### src/rtl/stream_fifo.sv
// rtl/stream_fifo.sv - elastic valid/ready FIFO with fall-through, watermarks and high-water tracking
module stream_fifo #(
  parameter bit          FallThrough       = 1'b0,
  parameter int unsigned DataWidth         = 32,
  parameter int unsigned FifoDepth         = 8,
  parameter int unsigned AlmostFullThresh  = FifoDepth - 1,
  parameter int unsigned AlmostEmptyThresh = 1,
  parameter int unsigned AddrWidth         = $clog2(FifoDepth)
) (
  input  logic                 clk_i,
  input  logic                 rst_ni,
  input  logic                 clr_i,
  input  logic [DataWidth-1:0] in_data_i,
  input  logic                 in_valid_i,
  output logic                 in_ready_o,
  output logic [DataWidth-1:0] out_data_o,
  output logic                 out_valid_o,
  input  logic                 out_ready_i,
  output logic [AddrWidth:0]   count_o,
  output logic                 almost_full_o,
  output logic                 almost_empty_o,
  output logic [AddrWidth:0]   high_water_o
);

  localparam int unsigned           CntWidth = AddrWidth + 1;
  localparam logic [CntWidth-1:0]   Depth    = CntWidth'(FifoDepth);
  localparam logic [CntWidth-1:0]   AfThr    = CntWidth'(AlmostFullThresh);
  localparam logic [CntWidth-1:0]   AeThr    = CntWidth'(AlmostEmptyThresh);
  localparam logic [AddrWidth-1:0]  LastAddr = AddrWidth'(FifoDepth - 1);

  logic [DataWidth-1:0] mem_q [FifoDepth];
  logic [AddrWidth-1:0] wr_ptr_q, wr_ptr_d, rd_ptr_q, rd_ptr_d;
  logic [CntWidth-1:0]  count_q, count_d, hw_q, hw_d;
  logic                 empty, push, pop, bypass, do_push, do_pop;

  always_comb begin
    empty       = (count_q == '0);
    in_ready_o  = (count_q != Depth);
    out_valid_o = !empty || (FallThrough && in_valid_i);
    out_data_o  = (FallThrough && empty) ? in_data_i : mem_q[rd_ptr_q];
    push        = in_valid_i && in_ready_o;
    pop         = out_valid_o && out_ready_i;
    // An empty fall-through FIFO hands the word straight over without touching storage.
    bypass      = FallThrough && empty && push && pop;
    do_push     = push && !bypass;
    do_pop      = pop && !bypass;
  end

  always_comb begin
    wr_ptr_d = wr_ptr_q;
    rd_ptr_d = rd_ptr_q;
    if (do_push) wr_ptr_d = (wr_ptr_q == LastAddr) ? '0 : wr_ptr_q + AddrWidth'(1);
    if (do_pop)  rd_ptr_d = (rd_ptr_q == LastAddr) ? '0 : rd_ptr_q + AddrWidth'(1);
    count_d = count_q + CntWidth'(do_push) - CntWidth'(do_pop);
    hw_d    = (count_d > hw_q) ? count_d : hw_q;
    if (clr_i) begin
      wr_ptr_d = '0;
      rd_ptr_d = '0;
      count_d  = '0;
      hw_d     = '0;
    end
  end

  always_ff @(posedge clk_i or negedge rst_ni) begin
    if (!rst_ni) begin
      for (int i = 0; i < FifoDepth; i++) mem_q[i] <= '0;
      wr_ptr_q <= '0;
      rd_ptr_q <= '0;
      count_q  <= '0;
      hw_q     <= '0;
    end else begin
      if (do_push && !clr_i) mem_q[wr_ptr_q] <= in_data_i;
      wr_ptr_q <= wr_ptr_d;
      rd_ptr_q <= rd_ptr_d;
      count_q  <= count_d;
      hw_q     <= hw_d;
    end
  end

  assign count_o        = count_q;
  assign high_water_o   = hw_q;
  assign almost_full_o  = (count_q >= AfThr);
  assign almost_empty_o = (count_q <= AeThr);

  a_params: assert property (@(posedge clk_i)
    FifoDepth >= 2 && AlmostFullThresh >= 1 && AlmostFullThresh <= FifoDepth &&
    AlmostEmptyThresh < FifoDepth);
  a_count_bound: assert property (@(posedge clk_i) disable iff (!rst_ni) count_q <= Depth);
  a_producer_hold: assert property (@(posedge clk_i) disable iff (!rst_ni)
    in_valid_i && !in_ready_o |=> !in_valid_i || $stable(in_data_i));

endmodule

### config.mk
export PLATFORM = sky130hd
export DESIGN_NAME = stream_fifo
export DESIGN_NICKNAME = d
export VERILOG_FILES = /design/src/rtl/stream_fifo.sv
export SDC_FILE = /design/constraint.sdc
export NUM_CORES = 1
export LEC_CHECK = 0
export BUFFER_PORTS_ARGS = -buffer_cell sky130_fd_sc_hd__buf_2
export CAP_MARGIN = 10
export CORE_UTILIZATION = 60
export DETAILED_ROUTE_END_ITERATION = 10
export PLACE_DENSITY = 0.76
export RECOVER_POWER = 25
export SYNTH_ARGS = -nofsm -noshare
export SYNTH_HDL_FRONTEND = slang
export SYNTH_SLANG_ARGS = --single-unit
### constraint.sdc
create_clock -name clk_i -period 8.6 [get_ports clk_i]
set_input_delay 0.43 -clock clk_i [delete_from_list [all_inputs] [get_ports clk_i]]
set_output_delay 0.43 -clock clk_i [all_outputs]
set_load 0.05 [all_outputs]
Word level (Yosys, flattened, before mapping)
Index checks and enable logic that the tools add are counted.
- shifts and indexed selects: 0
- reduce and logical (&&, ||, !) cells: 10
- multipliers: 0
- eq/ne operators: 3
- magnitude comparators: 6
- add/sub/neg operators: 4
- div/mod/pow operators: 0
- bitwise operators: 2
- mux-type cells: 15
- operators by type and width (cell ; number):
    bitwise mux 256 bit ; 1
    binary-select mux 32 bit (select 3 bit) ; 1
    demux 32 bit (select 3 bit) ; 1
    two-way mux 32 bit ; 3
    two-way mux 3 bit ; 6
    two-way mux 4 bit ; 3
    greater-or-equal comparator 4 bit, second input constant ; 2
    NOT 3 -> 4 bit ; 2
    adder 3 x 1 -> 3 bit, second input constant ; 2
    equality test 3 bit, second input constant ; 2
    nonzero test 2 bit ; 3
    adder 4 x 1 -> 4 bit ; 1
    greater-or-equal comparator 4 x 3 -> 1 bit, second input constant ; 1
    greater-than comparator 4 bit ; 1
    <= comparator 4 x 1 -> 1 bit, second input constant ; 1
    logical AND 1 bit ; 4
    logical NOT 4 bit ; 1
    < comparator 4 x 1 -> 1 bit, second input constant ; 1
    inequality test 4 bit, second input constant ; 1
    subtractor 4 x 1 -> 4 bit ; 1
    logical NOT 1 bit ; 2
- memories kept: 0
- RAM bits: 0
- register bits: 270
- word-level logic and storage cells: 52
- input bits: 37
- latch bits: 0
- ROM bits: 0
- output and inout port bits: 44

Logic depth before layout (Yosys ltp)
- depth in word-level cells: 7
- depth in mapped cells: 17
- mapped depth without buffers: 17

Worst setup path before layout
Ideal clock, no wire load.
- path kind: flip-flop to flip-flop
- from: register count_q[2], in the netlist count_o[2]
- to: register hw_q[0], in the netlist high_water_o[0]
- cell stages (with the launch flop): 15
- arrival: 3.858 ns
- library setup time: 0.125 ns
- clock period less this slack: 3.983 ns
- required time: 8.475 ns
- buffers on the path: 0
- setup slack: 4.617 ns
- cell sequence: dfrtp_1 > inv_1 > ha_1 > or3b_2 > nand2_1 > inv_1 > ha_1 > inv_1 > ha_1 > fa_1 > ha_1 > nor2b_1 > o211ai_1 > a21bo_2 > mux2_2
- cells in the longest elaborated chain, start to end: 6
- elaborated cells on any way between the ends: 11
- those cells by class: add/sub: 2; order compare: 1; eq/ne: 1; mux: 2; reduce/logical: 5
- RTL lines (what ; RTL line ; RTL):
    start: declaration ; 33 ; logic [CntWidth-1:0] count_q, count_d, hw_q, hw_d;
    start signal: assignment ; 75 ; count_q <= count_d;
    logical NOT 4 bit (*) ; 37 ; empty = (count_q == '0);
    logical NOT 1 bit (*) ; 39 ; out_valid_o = !empty || (FallThrough && in_valid_i);
    via out_valid_o ; 17 ; output logic out_valid_o,
    logical AND 1 bit (*) ; 42 ; pop = out_valid_o && out_ready_i;
    subtractor 4 x 1 -> 4 bit (*) ; 54 ; count_d = count_q + CntWidth'(do_push) - CntWidth'(do_pop);
    greater-than comparator 4 bit / two-way mux 4 bit (equally long branches) ; 55 ; hw_d = (count_d > hw_q) ? count_d : hw_q;
    nonzero test 2 bit (no line) / two-way mux 4 bit (equally long branches) ; -- ;
    end signal: assignment ; 76 ; hw_q <= hw_d;
    end: declaration ; 33 ;
Mark *: on every way through the listed nets, which the timed path passes. The rest lies on a longest branch. The select of a mux whose other input is x is not followed.
A chain may end at the register's enable or synchronous reset.

==> results.py <==
metrics = {
    "clock_network": {
        "insertion_delay_ns": 0.54,
        "h-tree-depth": 1,
        "clk_pin_slew_ns": 0.06,
        "clock_path_buffers": 3,
        "cts_tree": "yes",
        "root_buffer": "clkbuf_16",
        "cts_buffers": 29,
        "cts_num_sinks": 270,
    },
    "timing": {
        "fin_crit_sh_pct": 55.2,
        "fmax_mhz": 211,
        "rsz0062_at_grt": "no",
        "min_period_ns": 4.75,
        "slew_headroom_pct": -163,
        "setup-tns-final_ns": 0,
        "setup_viol": 0,
        "hold_viol": 0,
        "worst_pin_slew_ns": 3.95,
        "timing.hold.ws_ns": 0.176,
        "finClkSkew_ns": 0.00936,
        "drv_slew": 112,
    },
    "yosys": {
        "syn-num-nets": 811,
        "ys_async_sr_fraction_pct": 100,
        "avgSynthCellArea_um2": 17.0,
        "yosysWarnings": 0,
        "synth-main-ff-cell": "dfrtp_1",
        "netlist.area_leader.share_pct": 52.4,
        "synth_compound_area_share_pct": 0.670,
        "synthSimpleGateAreaFrac_pct": 2.30,
        "synthCells": 757,
        "synth_top_family_by_area": "multiplexers",
        "synth-adder-area-share_pct": 1.71,
        "synth-xor-area-share_pct": 0.204,
        "synthTopCellsByArea": "dfrtp_1 (52%), mux2_2 (17%), mux4_2 (11%)",
        "yosysSeqAreaShare_pct": 52.4,
        "synth_top_area_cell": "dfrtp_1",
        "synth_cell_types": 38,
        "syn_area_um2": 12900,
        "synth-edff-count": 0,
        "synth.mux.area_fraction_pct": 39.2,
        "synthTopCellsByCount": "dfrtp_1 (270), mux2_2 (197), mux2_4 (90), mux4_2 (64), ha_1 (16)",
        "yosysMostFrequentCell": "dfrtp_1",
        "ys_ff_latch": 270,
    },
    "global_route": {
        "overflow": 0,
        "grt_max_degree": 109,
        "grt_first_pass_wirelength_um": 42600,
        "grt_antenna_before_repair": 1,
        "grt_use_total_pct": 25.0,
        "grt_pass1_vias": 7753,
    },
    "setup_path": {
        "cp_max_fo": 108,
        "crit_arrival_ns": 4.48,
        "critical_path_class": "in2async",
        "timing.rr.end": "high_water_o[2]",
        "critPathLaunchType": "input port",
        "cp_top_family": "buffers and inverters",
        "critPathBufInv": 3,
        "rr_worst_depth": 14,
        "critPathCaptureType": "async pin",
        "path_cells": "dlygate4sd3_1 -> buf_8 -> clkbuf_1",
        "critPathMaxStageDelay_ns": 2.83,
        "ff2ff_setup_slack_ns": 4.74,
        "regToRegStartpoint": "count_o[3]",
        "crit_required_ns": 8.33,
        "slowest_stage": "clkbuf_1",
    },
    "status": {
        "violations": "capacitance limit, slew limit",
        "status": "complete, but fails checks",
    },
    "floorplanning": {
        "dieWidth_um": 149,
        "rows": 53,
        "ios": 81,
        "initial_core_util_pct": 61.3,
        "fp.coreArea_um2": 21000,
        "die-area_um2": 22100,
        "die_h_um": 149,
    },
    "detailed_routing": {
        "routed_wl_um": 25700,
        "drt_iter0_markers": 346,
        "num_vias": 6822,
        "vias_per_cell": 6.04,
        "ant_nets": 0,
        "post_drt_wl_per_cell_um": 22.8,
        "drc": 0,
        "drt-pass1-iter-count": 4,
    },
    "min_path": {
        "min_from": "out_ready_i",
        "min_to": "rd_ptr_q[2]",
        "holdCritPathClass": "in2reg",
        "holdPathStages": 3,
    },
    "finish": {
        "final_util_pct": 68.1,
        "fin_cells": 1129,
        "drive_above_1_share_pct": 57.7,
        "syn_to_final_growth_pct": 11.0,
        "fin_nets": 884,
    },
    "placed_design": {
        "place_inst": 1073,
        "dp_hpwl_um": 14900,
        "io_buffers": 80,
        "place.gp.congestion": 0.790,
    },
    "power_and_ir_drop": {
        "power_per_cell_area_nw_per_um2": 338,
        "finalPower_uw": 4840,
        "max-vdd-ir-drop_mv": 0.218,
        "p_leak_uw": 0.00692,
    },
    "run": {
        "drv_cap": 2,
    },
}
==> how the worst max path moves through the flow <==
stage | startpoint | to | slack (ns) | cells past startpoint
after floorplan | count_o[2] | high_water_o[0] | 4.62 | 14
after global placement | count_o[2] | high_water_o[0] | 5.00 | 14
after detailed placement | count_o[3] | high_water_o[0] | 4.77 | 14
after CTS | count_o[3] | high_water_o[2] | 4.76 | 14
after global routing | rst_ni | mem_q[187] | 2.93 | 3
final | rst_ni | mem_q[28] | 3.85 | 3
==> layout make-up <==
cell class	instances	area, um2
sequential	270	6760
tap	275	344
clock buffer	46	920
multi-input combinational	429	5710
inverter	11	41.3
clock inverter	8	72.6
antenna	1	2.50
fill	1380	6700
timing repair buffer	89	465
==> kinds of logic (layout without fill, tap and decap cells) <==
family,after synthesis,in the layout
mux,355,355
other cells,0,1
buf+inv,58,154
flops,270,270
xor+xnor,3,3
simple gates,40,40
compound gates,14,14
fa+ha+maj,17,17
==> where the power goes <==
part	internal (uW)	switching [uW]	total (uW)
Combinational	790	989	1780
Sequential	1600	202	1800
Clock	760	499	1260
Total	3150	1690	4840
==> state kept, by name, summed over array words and instances (netlist names) <==
register,flops
wr_ptr_q,3
count_o,4
mem_q,256
rd_ptr_q,3
high_water_o,4
==> layout by cell type (no fill, tap or decap), types with 7 or more instances in the layout <==
master / netlist / final
a21oi_1: 9 / 9
clkbuf_1: 12 / 14
nor2_1: 8 / 7
inv_1: 11 / 11
nand2_1: 10 / 10
clkbuf_8: 0 / 13
clkbuf_16: 0 / 29
buf_2: 14 / 70
mux2_4: 90 / 90
ha_1: 16 / 16
mux4_2: 64 / 64
dfrtp_1: 270 / 268
buf_4: 3 / 7
mux2_2: 197 / 197
==> metrics by stage <==
step,setup slack (ns),cell area [um2]
2_1_floorplan,4.62,12900
3_3_place_gp,5.00,13300
3_5_place_dp,4.77,13300
4_1_cts,4.76,14300
5_1_grt,2.93,14300
6_report,3.85,14300
==> worst min-delay path, cell delays in order <==
cell and delay (ns):
buf_2 0.12, nand3_1 0.08, a21oi_1 0.05
==> metal layers <==
layer	part of all wire, %	GRT usage (%)	vias to the layer above
li1	-	-	2972
met1	42	33.2	3693
met2	52	43.3	114
met3	3.3	3.71	43
met4	2.2	6.60	0
met5	0	0	-
==> timing repair <==
action | 4_1_cts | 5_1_grt
hold buffers | 1 | 0
setup buffers | 0 | 0
gates resized for setup | 0 | 0
hold endpoints to repair | 86 | 0
Note: power is estimated with default switching activity, not from simulation.
